<file path="src/rtl/shift_sequencer.sv">
// Multi-cycle shifter: walks the power-of-two barrel stages (MSB first), one stage per clock.
// Supports logical left and arithmetic right shifts with a start/ready, result_valid handshake.
module shift_sequencer #(
    parameter int unsigned WIDTH      = 32,
    parameter int unsigned SHAMT_W    = 5,
    parameter bit          EARLY_EXIT = 1'b0
) (
    input  logic               clock_i,
    input  logic               reset_n_i,
    input  logic               start_i,
    input  logic               lr_shift_i,
    input  logic [SHAMT_W-1:0] shamt_i,
    input  logic [WIDTH-1:0]   operand_i,
    input  logic               flush_i,
    output logic               ready_o,
    output logic               busy_o,
    output logic               result_valid_o,
    output logic [WIDTH-1:0]   result_o
);

    localparam int unsigned StgW = (SHAMT_W > 1) ? $clog2(SHAMT_W) : 1;

    typedef enum logic [1:0] {StIdle, StBusy, StDone} state_e;

    state_e              state_q, state_d;
    logic [WIDTH-1:0]    acc_q, acc_d;
    logic [SHAMT_W-1:0]  amt_q, amt_d;
    logic                dir_q, dir_d;
    logic [StgW-1:0]     stg_q, stg_d;
    logic [WIDTH-1:0]    result_q, result_d;

    logic [WIDTH-1:0]    stage_acc;
    logic                stage_bit;
    logic                low_zero;

    // Shift for the current stage, its enable bit, and whether all lower amount bits are clear.
    always_comb begin
        stage_acc = acc_q;
        stage_bit = 1'b0;
        low_zero  = 1'b1;
        for (int unsigned i = 0; i < SHAMT_W; i++) begin
            if (stg_q == StgW'(i)) begin
                stage_bit = amt_q[i];
                if (dir_q) begin
                    stage_acc = $unsigned($signed(acc_q) >>> (2 ** i));
                end else begin
                    stage_acc = acc_q << (2 ** i);
                end
            end
            if ((StgW'(i) < stg_q) && amt_q[i]) begin
                low_zero = 1'b0;
            end
        end
    end

    always_comb begin
        state_d        = state_q;
        acc_d          = acc_q;
        amt_d          = amt_q;
        dir_d          = dir_q;
        stg_d          = stg_q;
        result_d       = result_q;
        ready_o        = 1'b0;
        busy_o         = 1'b0;
        result_valid_o = 1'b0;

        unique case (state_q)
            StIdle: begin
                ready_o = 1'b1;
                if (start_i) begin
                    acc_d   = operand_i;
                    amt_d   = shamt_i;
                    dir_d   = lr_shift_i;
                    stg_d   = StgW'(SHAMT_W - 1);
                    state_d = StBusy;
                end
            end
            StBusy: begin
                busy_o = 1'b1;
                if (flush_i) begin
                    state_d = StIdle;
                end else begin
                    if (stage_bit) begin
                        acc_d = stage_acc;
                    end
                    // A zero amount exits after the top stage, giving a one-cycle early-exit latency.
                    if ((stg_q == '0) || (EARLY_EXIT && low_zero)) begin
                        result_d = stage_bit ? stage_acc : acc_q;
                        state_d  = StDone;
                    end else begin
                        stg_d = stg_q - 1'b1;
                    end
                end
            end
            StDone: begin
                busy_o         = 1'b1;
                result_valid_o = 1'b1;
                state_d        = StIdle;
            end
            default: begin
                state_d = StIdle;
            end
        endcase
    end

    always_ff @(posedge clock_i) begin
        if (!reset_n_i) begin
            state_q  <= StIdle;
            acc_q    <= '0;
            amt_q    <= '0;
            dir_q    <= 1'b0;
            stg_q    <= '0;
            result_q <= '0;
        end else begin
            state_q  <= state_d;
            acc_q    <= acc_d;
            amt_q    <= amt_d;
            dir_q    <= dir_d;
            stg_q    <= stg_d;
            result_q <= result_d;
        end
    end

    assign result_o = result_q;

endmodule

</file>
<file path="config.mk">
export PLATFORM = sky130hd
export DESIGN_NAME = shift_sequencer
export DESIGN_NICKNAME = d
export VERILOG_FILES = /design/src/rtl/shift_sequencer.sv
export SDC_FILE = /design/constraint.sdc
export NUM_CORES = 1
export LEC_CHECK = 0
export ABC_AREA = 1
export CAP_MARGIN = 20
export CORE_MARGIN = 2
export CORE_UTILIZATION = 55
export DETAILED_ROUTE_END_ITERATION = 7
export PLACE_DENSITY = 0.8
export SYNTH_ARGS = -nofsm -noshare
export SYNTH_HDL_FRONTEND = slang
export SYNTH_SLANG_ARGS = --single-unit
</file>
<file path="constraint.sdc">
create_clock -name clock_i -period 3 [get_ports clock_i]
set_clock_uncertainty 0.05 [all_clocks]
set_input_delay 0.9 -clock clock_i [delete_from_list [all_inputs] [get_ports clock_i]]
set_output_delay 0.9 -clock clock_i [all_outputs]
set_load 0.02 [all_outputs]
</file>
==> flow_summary.toml <==
[status]
status = "finished clean"

[clocking]
cts_tree = "yes"
cts_setup_buffers = 0
cts.path.max_buffers = 2
cts_buffers = 9
htreeDepth = 3
clk_latency_ns = 0.38
holdBufCountCts = 0
path_clk_slew_ns = 0.08
cts_root_buf = "clkbuf_8"
cts.sinks = 75
cts.repair.resized = 0

[route]
drc = 0
vias = 7097
wirelength_um = 19300
first_pass_iters = 8
wire_per_inst_um = 15.4
ant_nets = 0
routed_via_density = 5.67
drt_iter0_drc = 891

[timing]
slew_headroom_pct = 54.8
period_share_pct = 87.7
setup-tns-final_ns = 0
max_freq_mhz = 380
tightest_slew_ns = 0.678
rsz0062_at_grt = "no"
drv_slew = 0
timing.final.ws_setup_ns = 0.369
finalHoldViolCount = 0
fin_crit_ns = 2.63
setup_violations = 0

[logic_synthesis]
ys_ff_latch = 75
synth_cell_types = 26
yosys.area.top_type = "nand2_1"
synthFlopType = "dfxtp_1"
ys_warn_count = 0
yosysTopAreaCellShare_pct = 27.8
synth_edf_count = 0
synth_most_common_cell = "nand2_1"
synthArstFlopShare_pct = 0
ys_seq_area_share_pct = 25.5
synth_area_um2 = 5900
synth_common_cells = "436 x nand2_1, 141 x a21oi_1, 130 x nor2_1"
syn_avg_cell_area_um2 = 5.48
syn-num-nets = 1126
syn_inst = 1076
yosys-top-cells-area = "nand2_1 28%, dfxtp_1 25%, a21oi_1 12%"

[setup_path]
arrival_ns = 1.68
r2r-start = "stg_q[0]$_SDFFE_PN0P_"
crit_type = "reg -> out"
end_kind = "output pin"
critical_path_required_ns = 2.05
startpoint = "state_q[0]$_SDFFE_PN0P_"
critPathMaxFanout = 3
start_kind = "flip-flop"

[pwr]
ir_worst_vdd_mv = 0.433
power_density_nw_per_um2 = 681
leakagePower_nw = 3.32

[cells_and_area]
final.fill_count = 1064
postLayoutCellArea_um2 = 6910
final_layout_size_suffix_gt1_share_pct = 5.11
diodes = 0
area_delta_synth_final_pct = 17.2
finalNetCount = 1160
final_util_pct = 66.6

[die]
dieArea_um2 = 11600
die_y_um = 108
initial_core_util_pct = 56.9
core_um2 = 10400
rows = 37
die_w_um = 108
ios = 77

[global_route]
track_usage_pct = 33.9
grt_pass1_vias = 6246
grt_max_degree = 66
grt_pass1_wl_um = 31300
gr-total-overflow = 0
antenna_found_initial = 0

[placement]
dp_hpwl_um = 13000
gp_congestion = 1.00
dp_slack_ns = 0.598
portBuffers = 76
placed_cell_area_um2 = 6680

[hold_path]
hp-start = "amt_q[0]$_SDFFE_PN0P_"
hold_class = "reg -> reg"

[job]
cap_violations = 0
-- area by class of cell --
class / count / area, um^2 / area share, %
Inverter: 54 / 205 / 2.97
Clock inverter: 5 / 82.6 / 1.20
Sequential cell: 75 / 1500 / 21.7
Tap cell: 136 / 170 / 2.46
Multi-Input combinational cell: 876 / 3860 / 55.9
Clock buffer: 11 / 141 / 2.05
Timing Repair Buffer: 94 / 946 / 13.7
-- flip-flops by register name, summed over array words and instances (netlist names) --
name / flops
acc_q: 32
result_o: 32
amt_q: 5
stg_q: 3
state_q: 2
dir_q: 1
-- worst paths after layout --
| check | endpoint | slack (ns) | depth (start not counted) |
|---|---|---|---|
| setup / recovery | busy_o | 0.37 | 3 |
| hold / removal | amt_q[0]$_SDFFE_PN0P_ | 0.42 | 2 |
| setup reg to reg | acc_q[16]$_SDFFE_PN0P_ | 0.56 | 11 |
| hold reg to reg | amt_q[0]$_SDFFE_PN0P_ | 0.42 | 2 |
-- layout by cell type (no fill, tap or decap), types with 2 or more instances in the layout --
cell type,synthesis,routed
clkbuf_8,0,10
buf_4,10,14
nand3_1,82,82
a211oi_1,2,2
buf_12,0,4
inv_1,42,42
inv_2,11,11
inv_6,0,2
o21ai_0,37,37
nor2_4,0,2
nand2_1,436,435
ha_1,8,7
bufinv_16,0,2
dfxtp_1,75,75
o21ai_1,3,3
a31oi_1,18,18
nor2_1,130,127
nand2_4,4,4
a21oi_1,141,141
clkdlybuf4s50_1,0,76
o211ai_1,9,9
-- power by group --
part           switching, W  leakage, nW  internal [W]
clock              0.000414        0.114      0.000496
sequential         0.000112        0.614       0.00110
combinational       0.00172         2.59      0.000856
total               0.00225         3.32       0.00246
-- worst max-delay path: stages (launching register included) --
cell	delay, ns
dfxtp_1	0.37
inv_1	0.07
ha_1	0.27
clkdlybuf4s50_1	0.59
-- per-layer routing --
layer,vias to the layer above,track usage (%),wire length [um]
met4,0,13.6,459
met1,3111,47.4,8360
met3,45,7.45,2100
met5,-,0,0
met2,423,50.4,8400
li1,3518,-,-
-- through the flow --
step / hold WS, ns / total power, W / instances
finish: 0.424 / 0.00470 / 1251
global route: 0.444 / 0.00508 / 1251
CTS: 0.424 / 0.00466 / 1251
detailed placement: 0.413 / 0.00374 / 1235
global placement: 0.399 / 0.00373 / 1235
floorplan: 0.380 / 0.00309 / 1076
-- cells by family after synthesis --
family                     synth area share (%)
DFF                                        25.5
buffers and inverters                      9.42
xor gates and xnor gates                  0.149
and+or+nand+nor                            44.4
AOI/OAI and AO/OA                          18.9
adders and majority gates                  1.70
(Power assumes the default switching activity.)
